**src/rtl/axi2s_frame_timer.sv**
```systemverilog
// Sample-rate frame counter with TX/RX window gates and one-shot frame-length adjustment.
// Define FRAME_NUM_EN to build the 32-bit completed-frame counter on frame_num.
module axi2s_frame_timer #(
    parameter int CW      = 24,
    parameter int MIN_LEN = 2
) (
    input  logic          clk,
    input  logic          rst_n,
    input  logic          ien,
    input  logic          oen,
    input  logic          tddmode,
    input  logic [CW-1:0] frame_len,
    input  logic [CW-1:0] frame_adj,
    input  logic          adj_req,
    input  logic [CW-1:0] tstart,
    input  logic [CW-1:0] tend,
    input  logic [CW-1:0] rstart,
    input  logic [CW-1:0] rend,
    output logic [CW-1:0] frame_cnt,
    output logic          frame_start,
    output logic          tx_win,
    output logic          rx_win,
    output logic          adj_pending,
    output logic [31:0]   frame_num
);

    typedef enum logic {
        ST_IDLE = 1'b0,
        ST_RUN  = 1'b1
    } state_e;

    localparam logic [CW-1:0]        MIN_U    = CW'(MIN_LEN);
    localparam logic [CW-1:0]        MIN_LAST = CW'(MIN_LEN - 1);
    localparam logic [CW-1:0]        MAX_LAST = {{(CW-1){1'b1}}, 1'b0};
    localparam logic signed [CW+1:0] MIN_S    = (CW+2)'(MIN_LEN);
    localparam logic signed [CW+1:0] MAX_S    = {2'b00, {CW{1'b1}}};

    state_e        state_q, state_d;
    logic [CW-1:0] cnt_q, cnt_d;
    logic [CW-1:0] cur_last_q, cur_last_d;
    logic [CW-1:0] adj_q, adj_d;
    logic          pend_q, pend_d;
    logic          tx_q, tx_d;
    logic          rx_q, rx_d;
    logic          run;
    logic          boundary;

    // Last index of an unadjusted frame; lengths below MIN_LEN are raised to it.
    function automatic logic [CW-1:0] nominal_last(input logic [CW-1:0] len);
        if (len < MIN_U) begin
            return MIN_LAST;
        end
        return len - CW'(1);
    endfunction

    // Saturating len + delta; the sum carries a guard bit so a large positive delta cannot wrap.
    function automatic logic [CW-1:0] adjusted_last(input logic [CW-1:0] len,
                                                    input logic [CW-1:0] adj);
        logic signed [CW+1:0] sum;
        sum = $signed({2'b00, len}) + $signed({{2{adj[CW-1]}}, adj});
        if (sum < MIN_S) begin
            return MIN_LAST;
        end
        if (sum > MAX_S) begin
            return MAX_LAST;
        end
        return sum[CW-1:0] - CW'(1);
    endfunction

    // Inclusive window; start > end means the window straddles the frame wrap.
    function automatic logic in_win(input logic [CW-1:0] cnt,
                                    input logic [CW-1:0] win_start,
                                    input logic [CW-1:0] win_end);
        if (win_start <= win_end) begin
            return (cnt >= win_start) && (cnt <= win_end);
        end
        return (cnt >= win_start) || (cnt <= win_end);
    endfunction

    always_comb begin
        run        = ien | oen;
        state_d    = state_q;
        cnt_d      = cnt_q;
        cur_last_d = cur_last_q;
        pend_d     = pend_q;
        adj_d      = adj_q;
        boundary   = 1'b0;
        tx_d       = 1'b0;
        rx_d       = 1'b0;

        case (state_q)
            ST_IDLE: begin
                cnt_d = '0;
                if (run) begin
                    state_d  = ST_RUN;
                    boundary = 1'b1;
                end
            end
            ST_RUN: begin
                if (!run) begin
                    state_d = ST_IDLE;
                    cnt_d   = '0;
                end else if (cnt_q == cur_last_q) begin
                    cnt_d    = '0;
                    boundary = 1'b1;
                end else begin
                    cnt_d = cnt_q + CW'(1);
                end
                // Enables are both low whenever run is low, so the gates drop on the way to IDLE.
                tx_d = oen & (~tddmode | in_win(cnt_q, tstart, tend));
                rx_d = ien & (~tddmode | in_win(cnt_q, rstart, rend));
            end
            default: begin
                state_d = ST_IDLE;
                cnt_d   = '0;
            end
        endcase

        if (boundary) begin
            if (pend_q) begin
                cur_last_d = adjusted_last(frame_len, adj_q);
                pend_d     = 1'b0;
            end else begin
                cur_last_d = nominal_last(frame_len);
            end
        end

        // A strobe coinciding with a boundary re-arms rather than being consumed by it.
        if (adj_req) begin
            pend_d = 1'b1;
            adj_d  = frame_adj;
        end
    end

    always_ff @(posedge clk or negedge rst_n) begin
        if (!rst_n) begin
            state_q    <= ST_IDLE;
            cnt_q      <= '0;
            cur_last_q <= MIN_LAST;
            adj_q      <= '0;
            pend_q     <= 1'b0;
            tx_q       <= 1'b0;
            rx_q       <= 1'b0;
        end else begin
            state_q    <= state_d;
            cnt_q      <= cnt_d;
            cur_last_q <= cur_last_d;
            adj_q      <= adj_d;
            pend_q     <= pend_d;
            tx_q       <= tx_d;
            rx_q       <= rx_d;
        end
    end

    assign frame_cnt   = cnt_q;
    assign frame_start = (state_q == ST_RUN) && (cnt_q == '0);
    assign tx_win      = tx_q;
    assign rx_win      = rx_q;
    assign adj_pending = pend_q;

`ifdef FRAME_NUM_EN
    logic [31:0] num_q, num_d;
    logic        wrap;

    // Only a wrap inside RUN counts; entering RUN from IDLE does not complete a frame.
    assign wrap = (state_q == ST_RUN) && run && (cnt_q == cur_last_q);

    always_comb begin
        num_d = num_q;
        if (wrap) begin
            num_d = num_q + 32'd1;
        end
    end

    always_ff @(posedge clk or negedge rst_n) begin
        if (!rst_n) begin
            num_q <= 32'd0;
        end else begin
            num_q <= num_d;
        end
    end

    assign frame_num = num_q;
`else
    assign frame_num = 32'h0;
`endif

endmodule

```
**config.mk**
```make
export PLATFORM = sky130hd
export DESIGN_NAME = axi2s_frame_timer
export DESIGN_NICKNAME = d
export VERILOG_FILES = /design/src/rtl/axi2s_frame_timer.sv
export SDC_FILE = /design/constraint.sdc
export NUM_CORES = 1
export LEC_CHECK = 0
export ABC_CLOCK_PERIOD_IN_PS = 4750
export CAP_MARGIN = 20
export CORE_MARGIN = 2
export CORE_UTILIZATION = 53
export DETAILED_ROUTE_END_ITERATION = 16
export PLACE_DENSITY = 0.83
export SETUP_SLACK_MARGIN = 0.5
export SYNTH_ARGS = -nofsm -noshare
export SYNTH_HDL_FRONTEND = slang
export SYNTH_SLANG_ARGS = --single-unit
```
**constraint.sdc**
```tcl
create_clock -name clk -period 4.75 [get_ports clk]
set_input_delay 0.475 -clock clk [delete_from_list [all_inputs] [get_ports clk]]
set_output_delay 0.475 -clock clk [all_outputs]
set_load 0.05 [all_outputs]
```
Yosys cells after proc, flatten, opt, wreduce, memory -nomap -nowiden. Cells that the tools add are included.

Bits in registers: 76. Input port bits: 150. Output and inout bits: 60. Logic and storage cells: 73.

Add/subtract/negate cells: 4. $lt $le $gt $ge: 9. Eq/ne operators: 1. Multiplexer cells: 38. Bitwise operators: 7. Reduce and logical (&&, ||, !) cells: 7.

Operators with widths (number): two-way mux 24 bit (9); less-or-equal comparator 24 bit (4); >= comparator 24 bit (2); one-hot mux 24 bit (2 select lines) (1); subtractor 24 x 1 -> 24 bit, second input constant (2); two-way mux 1 bit (27); adder 25 x 24 -> 26 bit (1); greater-than comparator 26 x 25 -> 1 bit, second input constant (1); < comparator 26 x 3 -> 1 bit, second input constant (1); adder 24 x 1 -> 24 bit, second input constant (1); equality test 24 bit (1); logical NOT 24 bit (1); < comparator 24 x 2 -> 1 bit, second input constant (1); logical AND 1 bit (3); bitwise OR 1 bit (3); bitwise AND 1 bit (2); logical OR 1 bit (2); inverter 1 bit (2); one-hot mux 1 bit (2 select lines) (1); nonzero test 2 bit (1).

Logic depth before layout (Yosys ltp).
Depth after elaboration: 11. Depth in mapped cells: 15. Gate-level depth less buffers: 13.

Worst setup path after synthesis. OpenSTA, ideal clock, no wires.

Path kind: in2reg. From: input port frame_len[0]. To: register cur_last_q[10]. Library setup time: 0.143 ns. Arrival: 3.369 ns. Required time: 4.607 ns. Setup slack: 1.237 ns. Stages on the path: 14. Path buffers: 1. Cells stage by stage: ha_1 -> inv_1 -> fa_1 -> nor2b_1 -> o31ai_2 -> a211o_1 -> o211ai_1 -> o221ai_1 -> nor3_4 -> and4_1 -> nand4b_1 -> a41oi_2 -> buf_6 -> o31ai_2.

Word-level cells in the longest chain between the ends: 9. Elaborated cells between the ends (all ways): 21. Classes of those cells: add/sub (3); order compare (3); mux (15).

Ends and longest elaborated chain: start, declared (line 12) `input logic [CW-1:0] frame_len,`; adder 25 x 24 -> 26 bit (line 60) `sum = $signed({2'b00, len}) + $signed({{2{adj[CW-1]}}, adj});`; greater-than comparator 26 x 25 -> 1 bit (line 64) `if (sum > MAX_S) begin`; two-way mux 1 bit (2 in a row) (line 64); two-way mux 1 bit (line 120) `if (pend_q) begin`; two-way mux 1 bit (line 119) `if (boundary) begin`; two-way mux 24 bit (line 67) `return sum[CW-1:0] - CW'(1);`; two-way mux 24 bit (line 64); two-way mux 24 bit * (line 120); end signal, assigned (line 147) `cur_last_q <= cur_last_d;`; end, declared (line 40) `logic [CW-1:0] cur_last_q, cur_last_d;`.

Mark *: on every way between the ends. The rest lies on a longest branch, timed or not. The select of a mux whose other input is x is not followed. A chain may end at the register's enable or synchronous reset.

Worst setup path in the final report.
From: input port frame_len[2]. To: register cur_last_q[22].

Same word-level chain as after synthesis.

==> impl_metrics.toml <==
[run_status]
status = "complete, no violations"

[critical_path]
crit_path_max_fanout = 24
worstReg2RegEnd = "cur_last_q[22]"
timing.rr.start = "adj_q[7]"
crit_type = "in -> reg"
cp-end-kind = "register"
start_kind = "primary input"
rr_worst_depth = 11
required_ns = 4.93
cp_data_arrival_time_ns = 4.23
rrSetupSlack_ns = 0.99

[clock_network]
path_clk_slew_ns = 0.06
cts_tree = "done"
clock_latency_ns = 0.34
clock-sinks = 76
root_buffer = "clkbuf_16"
htreeDepth = 3
cts_buffer_depth = 2
cts_made_buffers = 9

[yosys]
synth_ff_type = "dfrtp_1"
synth_top_cells_by_count = "ha_1 (174), inv_1 (114), nor2_1 (95), a21oi_1 (84), dfrtp_1 (75)"
netlist_area_um2 = 9960
synth_area_leader_cell = "ha_1"
synth.area.top_cells = "ha_1 (22%), dfrtp_1 (19%), inv_1 (4.3%), a21oi_1 (4.2%), xor2_1 (4.0%)"
ys_warn_count = 0
yosysMostFrequentCell = "ha_1"
syn_inst = 1217
ys_async_sr_fraction_pct = 100
synth_top_cell_area_share_pct = 21.9
syn_avg_cell_area_um2 = 8.19
synth_edf_count = 0
ys_seq_elements = 76
yosysSeqAreaShare_pct = 19.1
synth.distinct_cells = 73

[floorplanning]
row_count = 50
core_area_um2 = 18600
die_height_um = 141
start_util_pct = 53.6
dieArea_um2 = 19900
fp.dieW_um = 141
io_pins = 210

[sta]
whs_ns = 0.276
maxSlewViolCount = 0
setup_violations = 0
fin_crit_ns = 4.04
postLayoutSetupSlackWorst_ns = 0.705
hold_viol = 0
clock.fmax_ghz = 0.247
period_share_pct = 85.1
worstMarginPinSlew_ns = 0.954
grt_setup_unrepaired = "no"
final.setup.tns_ns = 0
slew_headroom_pct = 36.4
skew_ns = 0.00596

[cells_and_area]
n_antenna_cell = 0
area_growth_pct = 22.6
final_net_count = 1710
num-fill-cells = 1555
fin_cells = 1624
drive_gt1_share_pct = 5.83

[routing]
drt_iter0_drc = 513
ant_nets = 0
vias = 9575
viasPerCell = 5.90
first_pass_iters = 5
avgRoutedWirePerCell_um = 17.5
route.detailed.drc = 0
routed_wl_um = 28500

[grt]
grt_usage_pct = 28.5
grt_pass1_wl_um = 46200
overflow = 0
grt_start_max_net_pins = 77
antenna_found_initial = 0
grt_pass1_vias = 9348

[min_path]
hold_path_class = "in -> async"

[power]
p_sw_share_pct = 39.4
seqPwrFrac_pct = 28.9
p_comb_share_pct = 45.5
p_sw_mw = 1.10
clock_power_share_pct = 25.5
ir_drop_mv = 0.156
power_density_nw_per_um2 = 228
p_leak_nw = 5.90
intPower_mw = 1.69

[place]
io_buffers = 177
place.gp.congestion = 0.912
dp.cells = 1604
dp_slack_ns = 0.263
place_hpwl_um = 23300

[job]
cap_violations = 0
==> final cells by class <==
| type | instances | area [um2] | area share [%] |
|---|---|---|---|
| Tap cell | 234 | 293 | 2.40 |
| Timing Repair Buffer | 192 | 1910 | 15.7 |
| Clock buffer | 10 | 229 | 1.88 |
| Inverter | 114 | 428 | 3.50 |
| Sequential cell | 76 | 1900 | 15.6 |
| Multi-Input combinational cell | 992 | 7370 | 60.4 |
| Clock inverter | 6 | 71.3 | 0.584 |
==> metal layers <==
layer | GRT usage [%] | up-vias | wire length, um
met5 | 0 | - | 0
met4 | 11.1 | 0 | 1000
met3 | 3.02 | 54 | 1510
met2 | 50.1 | 326 | 13700
met1 | 35.9 | 4501 | 12300
li1 | - | 4694 | -
==> power by group through the flow <==
stage	registers, mW	clock network [mW]	logic (mW)
after floorplan	0.815	0	0.874
after global placement	0.814	0	1.22
after detailed placement	0.819	0	1.24
after CTS	0.807	0.722	1.25
after global routing	0.818	0.743	1.40
final	0.806	0.711	1.27
==> metrics by stage <==
stage	util [%]	total power [mW]	instance area, um2
after floorplan	-	1.69	10100
after global routing	65.7	2.96	12200
after CTS	65.3	2.78	12100
after global placement	63.7	2.03	11800
after detailed placement	63.7	2.06	11800
final	65.7	2.79	12200
==> cell families after synthesis <==
family / Yosys count / synth area share (%)
other: 1 / 0.0376
adder cells (fa/ha/maj): 175 / 22.1
multiplexers: 23 / 2.60
flip-flops: 76 / 19.1
AO/OA/AOI/OAI: 301 / 21.0
AND/OR/NAND/NOR: 370 / 18.9
XOR/XNOR: 91 / 8.00
buffers and inverters: 180 / 8.30
==> sequential cells by signal (all words and copies together), names as in the netlist <==
name and cells:
adj_q 24, cur_last_q 24, frame_cnt 24, adj_pending 1
rx_win 1, state_q 1, tx_win 1
==> placed cells by master, fill, tap and decap left out, types with 11 or more instances in the layout <==
cell and count:
o31ai_1 14, mux2_2 23, xnor2_1 45, o21ai_0 46, conb_1 32, nor2b_1 14
nor2_1 95, dfrtp_1 75, nand3_1 28, o21a_1 21, a21oi_1 83, or3_1 12
nand2_1 62, clkdlybuf4s50_1 176, o211ai_1 11, a21o_1 44, ha_1 174, and3_1 14
xor2_1 46, o31ai_2 11, nor3_1 40, nor4_1 16, buf_4 14, inv_1 114
nand4_1 41, nand2b_1 14
==> worst max-delay path by stage <==
stage                 start              to  cells after the start
3_3_place_gp   frame_len[0]  cur_last_q[19]                     15
2_1_floorplan  frame_len[0]  cur_last_q[10]                     14
4_1_cts        frame_len[0]  cur_last_q[22]                     15
6_report       frame_len[2]  cur_last_q[22]                     12
5_1_grt        frame_len[7]  cur_last_q[18]                     12
3_5_place_dp   frame_len[0]  cur_last_q[22]                     15
==> critical path: stages <==
cell,delay [ns]
clkdlybuf4s50_1,0.51
ha_1,0.41
nor2b_2,0.22
o31ai_2,0.35
a21boi_1,0.22
or4_1,0.55
o311a_1,0.19
a2111oi_2,0.50
a41oi_1,0.22
a41oi_2,0.25
buf_12,0.21
o31ai_1,0.10
==> what timing repair did <==
| action | 4_1_cts | 5_1_grt |
|---|---|---|
| hold endpoints to repair | 0 | 0 |
| gates resized for setup | 0 | 5 |
| endpoints found under the setup margin | 0 | 24 |
| setup buffers | 0 | 3 |
| hold buffers | 0 | 0 |
Power figures use the tool's default switching activity.
